==> src/rtl/reward_tx_serializer.sv <==
// Captures one packed reward packet, appends an XOR checksum word and streams the
// nine words over a valid/ready link, then holds off new packets for an inter-frame gap.
module reward_tx_serializer #(
    parameter int WORD_WIDTH     = 16,
    parameter int IFG_CYCLES     = 4,
    parameter int DROP_CNT_WIDTH = 8
) (
    input  logic                      clk,
    input  logic                      nrst,
    input  logic                      reward_done,
    input  logic [WORD_WIDTH-1:0]     rDestinationID,
    input  logic [WORD_WIDTH-1:0]     rSourceID,
    input  logic [WORD_WIDTH-1:0]     rPacketType,
    input  logic [WORD_WIDTH-1:0]     rSourceHops,
    input  logic [WORD_WIDTH-1:0]     rQValue,
    input  logic [WORD_WIDTH-1:0]     rEnergyLeft,
    input  logic [WORD_WIDTH-1:0]     rChosenCH,
    input  logic [WORD_WIDTH-1:0]     rHopsFromCH,
    input  logic                      tx_ready,
    output logic                      tx_valid,
    output logic [WORD_WIDTH-1:0]     tx_data,
    output logic                      tx_last,
    output logic                      tx_busy,
    output logic                      pkt_sent,
    output logic [DROP_CNT_WIDTH-1:0] drop_count
);

    typedef enum logic [1:0] {IDLE, SEND, GAP} state_t;

    localparam int                 NUM_WORDS = 9;
    localparam int                 GAP_W     = (IFG_CYCLES > 1) ? $clog2(IFG_CYCLES + 1) : 1;
    localparam logic [GAP_W-1:0]   GAP_LOAD  = GAP_W'(IFG_CYCLES);
    localparam logic [3:0]         LAST_IDX  = 4'd8;

    state_t                      state_q, state_d;
    logic [3:0]                  idx_q, idx_d;
    logic [WORD_WIDTH-1:0]       words_q [NUM_WORDS];
    logic [WORD_WIDTH-1:0]       words_d [NUM_WORDS];
    logic [GAP_W-1:0]            gap_q, gap_d;
    logic [DROP_CNT_WIDTH-1:0]   drop_q, drop_d;
    logic                        pkt_sent_q, pkt_sent_d;
    logic [WORD_WIDTH-1:0]       word_sel;

    always_ff @(posedge clk) begin
        if (!nrst) begin
            state_q    <= IDLE;
            idx_q      <= '0;
            gap_q      <= '0;
            drop_q     <= '0;
            pkt_sent_q <= 1'b0;
            for (int i = 0; i < NUM_WORDS; i++) begin
                words_q[i] <= '0;
            end
        end else begin
            state_q    <= state_d;
            idx_q      <= idx_d;
            gap_q      <= gap_d;
            drop_q     <= drop_d;
            pkt_sent_q <= pkt_sent_d;
            for (int i = 0; i < NUM_WORDS; i++) begin
                words_q[i] <= words_d[i];
            end
        end
    end

    always_comb begin
        state_d    = state_q;
        idx_d      = idx_q;
        gap_d      = gap_q;
        drop_d     = drop_q;
        pkt_sent_d = 1'b0;
        for (int i = 0; i < NUM_WORDS; i++) begin
            words_d[i] = words_q[i];
        end

        case (state_q)
            IDLE: begin
                if (reward_done) begin
                    words_d[0] = rDestinationID;
                    words_d[1] = rSourceID;
                    words_d[2] = rPacketType;
                    words_d[3] = rSourceHops;
                    words_d[4] = rQValue;
                    words_d[5] = rEnergyLeft;
                    words_d[6] = rChosenCH;
                    words_d[7] = rHopsFromCH;
                    words_d[8] = rDestinationID ^ rSourceID ^ rPacketType ^ rSourceHops ^
                                 rQValue ^ rEnergyLeft ^ rChosenCH ^ rHopsFromCH;
                    idx_d      = '0;
                    state_d    = SEND;
                end
            end
            SEND: begin
                // tx_valid is always high here, so tx_ready alone marks a handshake
                if (tx_ready) begin
                    if (idx_q == LAST_IDX) begin
                        pkt_sent_d = 1'b1;
                        idx_d      = '0;
                        if (IFG_CYCLES == 0) begin
                            state_d = IDLE;
                        end else begin
                            state_d = GAP;
                            gap_d   = GAP_LOAD;
                        end
                    end else begin
                        idx_d = idx_q + 4'd1;
                    end
                end
            end
            GAP: begin
                // The cycle the counter reaches zero is the last GAP cycle
                if (gap_q <= GAP_W'(1)) begin
                    gap_d   = '0;
                    state_d = IDLE;
                end else begin
                    gap_d = gap_q - GAP_W'(1);
                end
            end
            default: begin
                state_d = IDLE;
            end
        endcase

        if (reward_done && (state_q != IDLE) && (drop_q != '1)) begin
            drop_d = drop_q + DROP_CNT_WIDTH'(1);
        end
    end

    always_comb begin
        word_sel = '0;
        for (int i = 0; i < NUM_WORDS; i++) begin
            if (idx_q == 4'(i)) begin
                word_sel = words_q[i];
            end
        end
    end

    assign tx_valid   = (state_q == SEND);
    assign tx_last    = (state_q == SEND) && (idx_q == LAST_IDX);
    assign tx_data    = (state_q == SEND) ? word_sel : '0;
    assign tx_busy    = (state_q != IDLE);
    assign pkt_sent   = pkt_sent_q;
    assign drop_count = drop_q;

endmodule

==> config.mk <==
export PLATFORM = sky130hd
export DESIGN_NAME = reward_tx_serializer
export DESIGN_NICKNAME = d
export VERILOG_FILES = /design/src/rtl/reward_tx_serializer.sv
export SDC_FILE = /design/constraint.sdc
export NUM_CORES = 1
export LEC_CHECK = 0
export ABC_AREA = 1
export CAP_MARGIN = 30
export CORE_ASPECT_RATIO = 0.7
export CORE_MARGIN = 1.5
export CORE_UTILIZATION = 32
export DETAILED_ROUTE_END_ITERATION = 10
export SYNTH_ARGS = -nofsm -noshare
export SYNTH_HDL_FRONTEND = slang
export SYNTH_SLANG_ARGS = --single-unit
==> constraint.sdc <==
create_clock -name clk -period 2.05 [get_ports clk]
set_input_delay 0.41 -clock clk [delete_from_list [all_inputs] [get_ports clk]]
set_output_delay 0.41 -clock clk [all_outputs]
set_load 0.02 [all_outputs]
### Word level (Yosys, flattened, before mapping)

Memories as Yosys holds them, arrays and structs flattened.
Cells that the tools add are included.

* mux-type cells: 37
* add/subtract/negate cells: 3
* eq/ne operators: 15
* reductions and logical operators: 12
* bitwise operators: 16
* $lt $le $gt $ge: 1

Operator list (count)
* two-way mux 16 bit: 19
* two-way mux 144 bit: 2
* XOR 16 bit: 7
* == test 4 x 3 -> 1 bit (second input constant): 4
* two-way mux 4 bit: 3
* two-way mux 3 bit: 3
* bitwise OR 1 bit: 9
* AND reduction 3 bit: 3
* adder 8 x 1 -> 8 bit (second input constant): 1
* == test 4 x 2 -> 1 bit (second input constant): 2
* two-way mux 2 bit: 4
* != test 8 bit (second input constant): 1
* case mux 4 bit (2 select lines): 1
* != test 2 bit (second input constant): 3
* case mux 2 bit (3 select lines): 1
* case mux 3 bit (2 select lines): 1
* nonzero test 2 bit: 3
* adder 4 x 1 -> 4 bit (second input constant): 1
* == test 4 x 1 -> 1 bit (second input constant): 1
* == test 4 bit (second input constant): 1
* logical NOT 4 bit: 1
* AND reduction 4 bit: 1
* <= comparator 3 x 1 -> 1 bit (second input constant): 1
* logical AND 1 bit: 3
* 6 further kinds: 8

* memories kept: 1
* register bits: 18
* logic and storage cells: 90
* bits in writable memories: 144

Memory list
* words_q: depth 9, bits a word 16, rd ports 9, clocked after memory_dff 0, write ports 9, RTL line 37 `logic [WORD_WIDTH-1:0] words_q [NUM_WORDS];`

### Longest topological paths before layout

Gate-level depths: netlist (run 1).

* depth after elaboration: 11
* gate-level depth with buffers: 13

### Worst setup path before layout (run 1)

Ideal clock, no wire load.

* path kind: register to output
* start point: reg state_q[0]
* end point: out tx_data[10]
* path buffers: 1
* setup slack: 24 ps
* required time: 1640 ps
* arrival time: 1616 ps
* stages on the path, launching flop included: 8
* cell sequence: dfxtp_1 inv_2 nor2_1 inv_1 nor2_2 buf_2 nand2_1 nand2_1

* word-level cells in the longest chain between the ends: 2

RTL lines
* from (decl): RTL line 35 `state_t state_q, state_d;`
* from (signal assigned): RTL line 55 `state_q <= state_d;`
* == test 2 x 1 -> 1 bit
* via tx_valid: RTL line 20 `output logic tx_valid,`
* two-way mux 16 bit: RTL line 140 `assign tx_data = (state_q == SEND) ? word_sel : '0;`
* to (decl): RTL line 21 `output logic [WORD_WIDTH-1:0] tx_data,`

The timed path passes the listed nets, and every way through them passes these cells.

### Worst setup path in the final report (run 1)

* start point: reg idx_q[1]
* end point: out tx_data[1]

* word-level cells in the longest chain between the ends: 11
* elaborated cells on any way between the ends: 19
* those cells by class: 8 x eq/ne; 10 x mux; 1 x reduce/logical

RTL lines
* from (decl): RTL line 36 `logic [3:0] idx_q, idx_d;`
* from (signal assigned): RTL line 56 `idx_q <= idx_d;`
* logical NOT 4 bit: RTL line 132 `if (idx_q == 4'(i)) begin`
* two-way mux 16 bit (8 in a row): RTL line 132
* two-way mux 16 bit (*): RTL line 132
* two-way mux 16 bit (*): RTL line 140

Mark *: on every way between the ends. The rest lies on a longest branch, timed or not.

==> results of run 1 <==
==> what timing repair did <==
action	CTS	global route
resized for setup	166	30
gates cloned	6	2
hold buffers	0	0
setup buffers	5	1
setup endpoints to repair	19	17
pin swaps	14	16
==> worst max-delay path, cell delays in order, from the launching register on <==
cell and delay, ns:
dfxtp_4 0.36, buf_6 0.10, ha_4 0.16, nand2_8 0.09, buf_12 0.16, or2_0 0.20
nand3_1 0.09, nand3_1 0.07, nand2_1 0.10, nand2_1 0.06, nand2_1 0.07, nand2_2 0.07
buf_6 0.13
==> flip-flops by register name, indices dropped and copies added, names as in the netlist <==
register / count
words_q: 144
gap_q: 3
drop_count: 8
state_q: 2
pkt_sent: 1
idx_q: 4
==> final timing paths <==
check,start,endpoint,slack (ns),cells after the start
worst min register to register,words_q[0][78],words_q[0][78],0.46,2
worst max-delay path,idx_q[1],tx_data[1],-0.44,12
worst min-delay path,nrst,drop_count[3],0.43,3
worst max register to register,state_q[1],idx_q[1],0.34,9
==> cells in the final DEF, fill, tap and decap left out, drive strengths merged <==
cell	Yosys	layout
a211oi	1	1
a21oi	86	86
buf	37	74
bufbuf	0	2
bufinv	0	2
clkbuf	37	23
clkdlybuf4s50	0	139
clkinv	0	6
clkinvlp	0	4
dfxtp	162	162
diode	0	4
dlygate4sd2	0	2
ha	7	7
inv	172	171
nand2	266	266
nand3	115	115
nand3b	5	5
nand4	3	3
nor2	250	250
nor3	4	4
o211ai	1	1
o21ai	165	165
o22ai	1	1
or2	16	16
xnor2	50	50
xor2	16	16
==> final cells by class <==
| type | instances | area (µm²) | area share |
|---|---|---|---|
| multi-input cells | 986 | 4930 | 0.400 |
| flip-flops and latches | 162 | 3260 | 0.264 |
| repair buffers | 219 | 2410 | 0.196 |
| inverters | 172 | 652 | 0.0529 |
| clock buffers | 21 | 470 | 0.0382 |
| well taps | 364 | 455 | 0.0370 |
| clock inverters | 11 | 130 | 0.0106 |
| diodes | 4 | 10.0 | 0.000813 |
==> metrics by stage <==
stage                     setup TNS [ns]  area, µm²  hold slack (ns)
after floorplan                        0       8890            0.425
after global placement             -8.02      11100            0.437
after detailed placement           -9.22      11100            0.442
after CTS                          -6.72      12200            0.423
after global routing               -8.41      12300            0.444
final                              -6.55      12300            0.431
==> logic make-up (layout without fill, tap and decap cells) <==
| group | Yosys count | after routing | share of synthesized area |
|---|---|---|---|
| and+or+nand+nor | 659 | 659 | 0.305 |
| DFF | 162 | 162 | 0.365 |
| other | 0 | 4 | 0 |
| buffers and inverters | 246 | 423 | 0.112 |
| xor gates and xnor gates | 66 | 66 | 0.0650 |
| AOI/OAI and AO/OA | 254 | 254 | 0.144 |
| adders and majority gates | 7 | 7 | 0.00985 |
==> metal layers <==
metal  share of wire  routed length, µm
met3           0.058               1700
met2            0.46              13500
met5         0.00093                 27
met1            0.45              13200
met4           0.024                700
==> report_power, final <==
part	internal, mW	switching, mW	total, mW	leakage [nW]
clock	1.90	1.38	3.28	0.282
sequential	3.41	0.125	3.53	1.34
combinational	0.870	1.09	1.96	4.04
total	6.17	2.60	8.77	5.66
==> impl_metrics.ini, run 1 <==
[logic_synthesis]
synth.avg_cell_area_um2 = 6.38
synthTopCellsByCount = nand2_1, nor2_1, inv_1
syn-cell-area_um2 = 8890
synth_top_area_cell = dfxtp_1
async_flop_share = 0
syn_nets = 1533
ys_warn_count = 0
synth_most_common_cell = nand2_1
synth-edff-count = 0
synth_cells = 1394
ys_ff_latch = 162
yosysSeqAreaShare = 0.365
synth.top_cell.area_share = 0.365
synth_area_leaders = dfxtp_1, nand2_1, nor2_1, o21ai_0, inv_1
synth_flop_cell = dfxtp_1
synth.distinct_cells = 28

[worst_setup_path]
start_kind = flop
path_max_fanout = 6
cp-end-kind = primary output
crit_required_ns = 1.64
arrival_ns = 2.08
crit_type = flop to primary output

[sta]
rsz0062_at_grt = yes
tightestPinTransition_ns = 0.521
min_period_over_period = 1.22
worst_slew_margin_rel = 0.652
hold_viol_final = 0
fin_crit_ns = 2.49
maxSlewViolCount = 0
max_freq_mhz = 401
setup-violations-final = 17
finalClockSkew_ns = 0.00943
setup_slack_ns = -0.441

[detailed_routing]
wl_per_cell_um = 15.0
routed_wl_um = 29200
vias = 9278
antenna_left = 0
drcViolationCount = 0
dr.pass1.iters = 5
vias_per_cell = 4.78
drtIter0Drc = 478

[die]
ioPinCount = 160
die_area_um2 = 28800
die_h_um = 142
rows = 50
start_util = 0.329
die_w_um = 202
core_um2 = 27000

[global_route]
grt_pass1_wl_um = 45600
grt_start_max_net_pins = 113
met2_usage = 0.350
grt-ovfl-total = 0
gr-usage-met3 = 0.0440
track_usage = 0.203
antenna_found_initial = 5
grt.busiest_layer = met2
met1_usage = 0.254
grt_pass1_vias = 8850

[clock_tree]
numCtsBuffers = 17
root_buffer = clkbuf_16
insertion_delay_ns = 0.43
cts_tree = built
clk_path_buf_depth = 2
clk_pin_slew_ns = 0.06
clock_sinks = 162
cts_max_level = 4

[power]
leakage_nw = 5.66
p_per_area_nw_per_um2 = 712
vdd_drop_max_mv = 0.513
p_total_mw = 8.77

[placement]
port_buffers = 159
gp_congestion = 0.831
dp.cells = 1890
dp_slack_ns = -0.586
hpwl_um = 20400

[final_layout]
fin_util = 0.456
area_delta_synth_final_pct = 38.5
layout-drive-gt1-share = 0.111
num-fill-cells = 2776
layoutNonFillerInstCount = 1939
final_nets = 1697

[worst_hold_path]
min_path_type = input port to flop

[run]
cap_violations = 0

[outcome]
status = finished with violations
failed_checks = negative setup slack
No activity file was read; power rests on OpenSTA's default activity.
==> run 2, diff against run 1 <==
--- a/config.mk
+++ b/config.mk
@@ -5,12 +5,14 @@
 export SDC_FILE = /design/constraint.sdc
 export NUM_CORES = 1
 export LEC_CHECK = 0
-export ABC_AREA = 1
+export ABC_AREA = 0
 export CAP_MARGIN = 30
+export CELL_PAD_IN_SITES_DETAIL_PLACEMENT = 1
+export CELL_PAD_IN_SITES_GLOBAL_PLACEMENT = 2
 export CORE_ASPECT_RATIO = 0.7
-export CORE_MARGIN = 1.5
-export CORE_UTILIZATION = 32
+export CORE_UTILIZATION = 30
 export DETAILED_ROUTE_END_ITERATION = 10
+export PLACE_DENSITY_LB_ADDON = 0.1
 export SYNTH_ARGS = -nofsm -noshare
 export SYNTH_HDL_FRONTEND = slang
 export SYNTH_SLANG_ARGS = --single-unit
==> run 2 against run 1 <==
The run still ends with negative setup slack left. Power down 4.0%. Sequential power down 3%. Area after synthesis down 3.9%. Synthesized cell count down 20%. Utilization down 1.1 points. Largest power group unchanged. Count of clock-buffer cells in the layout up 2. Critical endpoint is now tx_data[7]. Clock power about the same. First-iteration DRC count down 47%.
==> impl_metrics.ini, run 2 <==
[outcome]
status = finished with violations
failed_checks = negative setup slack

[detailed_routing]
drtIter0Drc = 255
antenna_left = 0
drcViolationCount = 0
dr.pass1.iters = 4
routed_wl_um = 33300
wl_per_cell_um = 19.8
vias = 8164
vias_per_cell = 4.85

[die]
die_area_um2 = 29200
die_h_um = 143
core_um2 = 27900
ioPinCount = 160
rows = 51
die_w_um = 204
start_util = 0.306

[logic_synthesis]
synth_top_area_cell = dfxtp_1
synth-edff-count = 0
synth.distinct_cells = 39
synthTopCellsByCount = nand2_1, dfxtp_1, a21boi_0
synth.top_cell.area_share = 0.380
synth_flop_cell = dfxtp_1
syn_nets = 1248
ys_warn_count = 0
syn-cell-area_um2 = 8540
yosysSeqAreaShare = 0.380
synth_cells = 1109
synth_area_leaders = dfxtp_1, nand2_1, xnor2_1, a21boi_0, o21ai_0
synth_most_common_cell = nand2_1
async_flop_share = 0
synth.avg_cell_area_um2 = 7.70
ys_ff_latch = 162

[sta]
whs_ns = 0.392
max_freq_mhz = 379
rsz0062_at_grt = yes
tightestPinTransition_ns = 0.433
maxSlewViolCount = 0
min_period_over_period = 1.29
finalClockSkew_ns = 0.00964
worst_slew_margin_rel = 0.709
fin_crit_ns = 2.64
hold_viol_final = 0
setup-violations-final = 17
setup_slack_ns = -0.587

[clock_tree]
clk_pin_slew_ns = 0.07
clk_path_buf_depth = 2
root_buffer = clkbuf_16
insertion_delay_ns = 0.44
cts_tree = built
cts_max_level = 4
clock_sinks = 162
numCtsBuffers = 17

[final_layout]
largest_reg_flops = 144
final_nets = 1437
design_area_um2 = 12400
top_register = words_q
area_delta_synth_final_pct = 45.2
layoutNonFillerInstCount = 1684
layout-drive-gt1-share = 0.152
final_common_cell = nand2_1
final_cell_mix = nand2_1, dfxtp_1, clkdlybuf4s50_1

[global_route]
grt-ovfl-total = 0
grt_start_max_net_pins = 67
antenna_found_initial = 6
track_usage = 0.235
grt_pass1_vias = 8408
grt_pass1_wl_um = 50300

[power]
p_per_area_nw_per_um2 = 679
p_total_mw = 8.43
vdd_drop_max_mv = 0.553
leakage_nw = 4.39

[placement]
port_buffers = 159
placed_area_um2 = 11100
hpwl_um = 24500
gp_congestion = 0.838
dp.cells = 1631

[worst_setup_path]
start_kind = flop
crit_type = flop to primary output
path_max_fanout = 8
cp-end-kind = primary output
crit_required_ns = 1.64
arrival_ns = 2.23

[run]
cap_violations = 0

[worst_hold_path]
min_path_type = input port to flop
-- run 2: changes by cell type after synthesis, moves of 31 or more --
cell | previous run | this run
o21a_1 | 0 | 31
o21ai_0 | 165 | 78
inv_1 | 167 | 22
xnor2_1 | 50 | 117
nor2_1 | 247 | 37
a21oi_1 | 86 | 23
nand2_1 | 264 | 340
a21boi_0 | 0 | 131
nand3_1 | 115 | 4
-- run 2: what timing repair did --
item	in CTS	in global routing
pin swaps	29	35
endpoints found under the setup margin	19	22
hold buffers	0	0
buffers inserted	13	2
endpoints found under the hold margin	0	0
cloned	4	0
gates resized for setup	168	42
-- run 2: kinds of logic after synthesis --
logic type,share of synthesized area
AOI/OAI and AO/OA,0.244
xor gates and xnor gates,0.121
adders and majority gates,0.0103
buffers and inverters,0.0494
DFF,0.380
muxes,0.00234
and+or+nand+nor,0.194
-- run 2: worst paths after layout --
path / startpoint / end / slack (ns) / cells past startpoint
worst max-delay path: idx_q[0] / tx_data[7] / -0.59 / 9
worst min-delay path: nrst / words_q[0][116] / 0.39 / 2
worst max register to register: idx_q[0] / gap_q[1] / 0.06 / 12
worst min register to register: words_q[0][116] / words_q[0][116] / 0.46 / 2
-- run 2: where the power goes --
part           internal (mW)  switching, mW
Clock                   1.88           1.37
Combinational          0.855          0.867
Sequential              3.33          0.111
-- run 2: metal layers --
metal,global-route usage,share of wire,vias up
met5,0,0.0016,-
met4,0.0538,0.012,8
met3,0.0529,0.050,30
met2,0.389,0.47,127
met1,0.309,0.46,3961
li1,-,-,4038
-- run 2: area by class of cell --
type	instances	area, µm²
tap	371	464
sequential	162	3250
timing repair buffer	247	2630
inverter	22	87.6
fill	3292	15500
clock buffer	23	478
antenna	3	7.51
multi-input combinational	848	5380
clock inverter	8	104
-- run 2: critical path, cell delays in order (launching register included) --
cell and delay [ns]:
dfxtp_4 0.37, ha_4 0.19, buf_12 0.14, nand2b_4 0.16, buf_6 0.14, o21a_1 0.21, a22oi_2 0.16, o21a_1 0.19
o21ai_4 0.07, buf_6 0.14
-- run 2: through the flow --
stage | setup TNS [ns] | worst slack [ns] | utilization
floorplan | -0.000873 | -0.000873 | -
global placement | -11.44 | -0.741 | 0.398
detailed placement | -12.25 | -0.819 | 0.398
CTS | -9.45 | -0.607 | 0.439
global route | -10.52 | -0.667 | 0.445
finish | -9.07 | -0.587 | 0.445
